[config.mk]
export PLATFORM = sky130hd
export DESIGN_NAME = demux_1to4_buf
export DESIGN_NICKNAME = d
export VERILOG_FILES = /design/src/rtl/demux_1to4_buf_pkg.sv /design/src/rtl/demux_slot.sv /design/src/rtl/demux_1to4_buf.sv
export SDC_FILE = /design/constraint.sdc
export NUM_CORES = 1
export LEC_CHECK = 0
export BUFFER_PORTS_ARGS = -buffer_cell sky130_fd_sc_hd__buf_2
export CAP_MARGIN = 25
export CORE_ASPECT_RATIO = 0.8
export CORE_MARGIN = 2
export CORE_UTILIZATION = 35
export DETAILED_ROUTE_END_ITERATION = 6
export HOLD_SLACK_MARGIN = 0.02
export PLACE_DENSITY = 0.71
export SYNTH_ARGS = -nofsm -noshare
export SYNTH_HDL_FRONTEND = slang
export SYNTH_SLANG_ARGS = --single-unit
[constraint.sdc]
create_clock -name clk_i -period 1.8 [get_ports clk_i]
set_input_delay 0 -clock clk_i [delete_from_list [all_inputs] [get_ports clk_i]]
set_output_delay 0 -clock clk_i [all_outputs]
set_load 0.005 [all_outputs]
[src/rtl/demux_1to4_buf_pkg.sv]
// demux_1to4_buf_pkg
//   Shared definitions for the 1-to-4 buffered demultiplexer: default data
//   width, channel count, select encodings, slot state encoding and a
//   select-to-one-hot decode helper.
package demux_1to4_buf_pkg;

  localparam int DATA_W = 32;
  localparam int NUM_CH = 4;

  localparam logic [1:0] SEL_CH1 = 2'b00;
  localparam logic [1:0] SEL_CH2 = 2'b01;
  localparam logic [1:0] SEL_CH3 = 2'b10;
  localparam logic [1:0] SEL_CH4 = 2'b11;

  typedef enum logic {
    SLOT_EMPTY = 1'b0,
    SLOT_FULL  = 1'b1
  } slot_state_e;

  // One-hot channel strobe for a select code; bit k-1 is channel k.
  function automatic logic [NUM_CH-1:0] sel_decode(input logic [1:0] sel);
    logic [NUM_CH-1:0] oh;
    oh = '0;
    case (sel)
      SEL_CH1: oh = 4'b0001;
      SEL_CH2: oh = 4'b0010;
      SEL_CH3: oh = 4'b0100;
      SEL_CH4: oh = 4'b1000;
      default: oh = '0;
    endcase
    return oh;
  endfunction

endpackage

[src/rtl/demux_slot.sv]
// demux_slot
//   One-entry output buffer for a single demux channel.
//   Ports:
//     clk_i, rst_n_i  clock, async active-low reset
//     load_i          write data_i into the slot this cycle
//     data_i          word to load
//     ready_i         sink consumes the held word this cycle
//     valid_o         slot holds an undelivered word (registered state)
//     data_o          held word; keeps its last value after draining
module demux_slot
  import demux_1to4_buf_pkg::*;
#(
  parameter int size = DATA_W
) (
  input  logic            clk_i,
  input  logic            rst_n_i,
  input  logic            load_i,
  input  logic [size-1:0] data_i,
  input  logic            ready_i,
  output logic            valid_o,
  output logic [size-1:0] data_o
);

  slot_state_e     state_q, state_d;
  logic [size-1:0] data_q, data_d;

  // The top only asserts load_i when the slot is empty or draining this
  // cycle, so a load never overwrites an undelivered word.
  always_comb begin
    state_d = state_q;
    data_d  = data_q;
    if (load_i) data_d = data_i;
    case (state_q)
      SLOT_EMPTY: if (load_i) state_d = SLOT_FULL;
      SLOT_FULL:  if (ready_i && !load_i) state_d = SLOT_EMPTY;
      default:    state_d = SLOT_EMPTY;
    endcase
  end

  always_ff @(posedge clk_i or negedge rst_n_i) begin
    if (!rst_n_i) begin
      state_q <= SLOT_EMPTY;
      data_q  <= '0;
    end else begin
      state_q <= state_d;
      data_q  <= data_d;
    end
  end

  assign valid_o = (state_q == SLOT_FULL);
  assign data_o  = data_q;

endmodule

[src/rtl/demux_1to4_buf.sv]
// demux_1to4_buf
//   Routes a valid/ready source stream to one of four buffered channels.
//   Ports:
//     clk_i, rst_n_i           clock, async active-low reset
//     data_i, select_i         source word and destination (00 -> ch1 .. 11 -> ch4)
//     valid_i, ready_o         source handshake; ready_o depends only on select_i
//                              and the selected channel, never on valid_i
//     data_k_o, valid_k_o      per-channel held word and valid
//     ready_k_i                per-channel sink consume
//     busy_o                   any channel holds a word
module demux_1to4_buf
  import demux_1to4_buf_pkg::*;
#(
  parameter int size = DATA_W
) (
  input  logic            clk_i,
  input  logic            rst_n_i,
  input  logic [size-1:0] data_i,
  input  logic [1:0]      select_i,
  input  logic            valid_i,
  output logic            ready_o,
  output logic [size-1:0] data_1_o,
  output logic [size-1:0] data_2_o,
  output logic [size-1:0] data_3_o,
  output logic [size-1:0] data_4_o,
  output logic            valid_1_o,
  output logic            valid_2_o,
  output logic            valid_3_o,
  output logic            valid_4_o,
  input  logic            ready_1_i,
  input  logic            ready_2_i,
  input  logic            ready_3_i,
  input  logic            ready_4_i,
  output logic            busy_o
);

  logic [NUM_CH-1:0]           load;
  logic [NUM_CH-1:0]           rdy_in;
  logic [NUM_CH-1:0]           vld;
  logic [NUM_CH-1:0][size-1:0] dout;
  logic                        accept;

  assign rdy_in = {ready_4_i, ready_3_i, ready_2_i, ready_1_i};

  // A full slot can still take a word when its sink drains in the same
  // cycle, giving back-to-back transfers without a bubble.
  always_comb begin
    ready_o = ~vld[select_i] | rdy_in[select_i];
    accept  = valid_i & ready_o;
    load    = accept ? sel_decode(select_i) : '0;
  end

  for (genvar g = 0; g < NUM_CH; g++) begin : g_slot
    demux_slot #(.size(size)) u_slot (
      .clk_i   (clk_i),
      .rst_n_i (rst_n_i),
      .load_i  (load[g]),
      .data_i  (data_i),
      .ready_i (rdy_in[g]),
      .valid_o (vld[g]),
      .data_o  (dout[g])
    );
  end

  assign {valid_4_o, valid_3_o, valid_2_o, valid_1_o} = vld;
  assign data_1_o = dout[0];
  assign data_2_o = dout[1];
  assign data_3_o = dout[2];
  assign data_4_o = dout[3];
  assign busy_o   = |vld;

endmodule

==> impl_metrics.yaml <==
synthesis:
  synth_area_leaders: "dfrtp_1 66%, mux2_2 28%, buf_6 2.0%"
  synth.avg_cell_area_um2: 17.09
  synth_top_area_frac: 0.6597
  yosysSeqAreaShare: 0.6597
  ys_types: 17
  synth_seq_cells: 132
  synth_edf_count: 0
  synthFlopType: "dfrtp_1"
  yosys.area.top_type: "dfrtp_1"
  post-synth-top-count-cell: "dfrtp_1"
  synthesis.area_um2: 5007
  syn_nets: 334
  ys_warn_count: 0
  async_reset_ff_frac: 1.000
  synth_cells: 293
  synth_common_cells: "132 x dfrtp_1, 123 x mux2_2, 9 x buf_6"
clock_network:
  clk_root_buffer_cell: "clkbuf_16"
  cts_tree: "built"
  ctsResizeCount: 0
  clk_latency_ns: 0.41
  cts.sinks: 132
  clkTransAtPathRegs_ns: 0.05
  cts_buffers: 17
  htree_levels: 4
  max-clock-path-buffers: 2
worst_setup_path:
  end_kind: "flop"
  regToRegEndpoint: "g_slot[1].u_slot.data_o[13]"
  cp_slowest_cell: "dfrtp_1"
  cp.required_ns: 2.09
  max_stage_delay_ns: 0.40
  crit_arrival_ns: 1.84
  path_max_fanout: 16
  crit_path_start_kind: "flop"
  critPathBufInv: 1
  r2r-start: "g_slot[1].u_slot.valid_o"
  path_delay_family: "flip-flops"
  criticalPathCategory: "reg -> reg"
  reg2reg_depth: 4
  path_depth: 4
  worst-r2r-setup-slack_ns: 0.26
  path_cells: "nand2b_1 > nor3b_4 > buf_4 > mux2_2"
flow_run:
  maxCapViolations: 0
timing:
  hold_ws_ns: 0.2226
  hold_violations: 0
  setup_tns_ns: 0
  fin_skew_ns: 0.008864
  finalSetupViolCount: 0
  fmax_mhz: 647.3
  max_slew_margin: 0.5200
  maxSlewViolCount: 0
  tightest_slew_ns: 0.7200
  fin_crit_ns: 1.545
  rsz0062_at_grt: "no"
  post-route-period-util: 0.8583
min_path:
  hold_path_class: "in -> async"
grt:
  grt_pass1_wl_um: 18410
  antenna_found_initial: 0
  grt_pass1_vias: 3478
  grt_max_degree: 133
  track_usage: 0.1604
  overflow: 0
die:
  fp.dieW_um: 137.7
  core_um2: 14150
  initial_core_util: 0.3538
  std_cell_rows: 39
  die_y_um: 111.0
  ioPinCount: 175
  die-area_um2: 15290
cells_and_area:
  nNetsFinal: 561
  n_fill_cell: 1233
  instances_no_fill: 716
  drive_gt1_frac: 0.6391
  syn_to_final_growth_pct: 42.43
  diodes: 0
power_and_ir_drop:
  p_leak_uw: 0.003370
  vdd_drop_max_uv: 763.1
  power_density_nw_per_um2: 1272
routing:
  final_antenna_net_count: 0
  drc: 0
  num_vias: 3298
  first_pass_iters: 4
  routed_wl_um: 11770
  drtIter0Drc: 84
  wl_per_cell_um: 16.44
  routed_via_density: 4.606
outcome:
  status: "completed"
placed_design:
  dp_cells: 644
  dp_hpwl_um: 7616
  gp_congestion: 0.8736
  io_buffer_count: 174
==> kinds of logic after synthesis <==
kind of cell           after synthesis  share of synthesized area
buffers and inverters               15                    0.02624
and+or+nand+nor                     16                    0.02074
muxes                              129                     0.2924
DFF                                132                     0.6597
AOI/OAI and AO/OA                    1                  0.0009985
==> per-layer routing <==
metal  routed length [um]  track usage  part of all wire  vias up
met4                  193      0.06667             0.016        0
met2                 5557       0.2444              0.47      107
met5                    0            0                 0        -
met3                  731      0.06356             0.062       18
met1                 5288       0.2029              0.45     1672
li1                     -            -                 -     1501
==> metrics by stage <==
stage	setup slack (ns)	utilization	cell area, um^2	power (uW)
3_5_place_dp	0.2496	0.4318	6111	5540
5_1_grt	0.1642	0.5040	7132	9543
2_1_floorplan	0.3970	-	5007	4607
4_1_cts	0.2274	0.5040	7132	9190
6_report	0.2551	0.5040	7132	9075
3_3_place_gp	0.3039	0.4318	6111	5469
==> worst max-delay path by stage <==
| stage | start | endpoint |
|---|---|---|
| 2_1_floorplan | g_slot[1].u_slot.valid_o | g_slot[1].u_slot.data_o[10] |
| 3_3_place_gp | g_slot[1].u_slot.valid_o | g_slot[1].u_slot.data_o[13] |
| 3_5_place_dp | g_slot[1].u_slot.valid_o | g_slot[1].u_slot.data_o[13] |
| 4_1_cts | g_slot[1].u_slot.valid_o | g_slot[1].u_slot.data_o[7] |
| 5_1_grt | g_slot[1].u_slot.valid_o | g_slot[1].u_slot.data_o[7] |
| 6_report | g_slot[1].u_slot.valid_o | g_slot[1].u_slot.data_o[13] |
==> placed cells by master (no fill, tap or decap), drive strengths merged <==
cell,n
and3,1
buf,182
bufinv,3
clkbuf,22
clkinv,5
clkinvlp,1
dfrtp,132
dlygate4sd3,41
mux2,128
mux4,1
nand2,5
nand2b,4
nand3,1
nand3b,1
nor2b,2
nor3b,1
o21ai,1
or4,1
==> repair_timing <==
action,in CTS,in global routing
hold buffers,41,0
hold endpoints to repair,264,0
endpoints found under the setup margin,0,0
setup buffers,0,0
==> flip-flops by register name, indices dropped and copies added (netlist names) <==
name	cells
g_slot.u_slot.data_o	128
g_slot.u_slot.valid_o	4
==> worst min-delay path, delay by kind of cell <==
family	cells	cell delay [ns]
buf+inv	3	1.11
==> where the power goes <==
group | internal, uW | total [uW] | switching [uW]
Sequential | 3590 | 3890 | 305
Clock | 2310 | 3530 | 1220
Combinational | 987 | 1650 | 663
==> area by class of cell <==
type	instances	area, um^2	share of cell area
Tap cell	184	230.2	0.03228
Sequential cell	132	3303	0.4632
Multi-Input combinational cell	146	1582	0.2218
Clock buffer	22	484.2	0.06789
Clock inverter	9	126.4	0.01772
Timing Repair Buffer	223	1406	0.1972
Power figures use the tool's default switching activity.
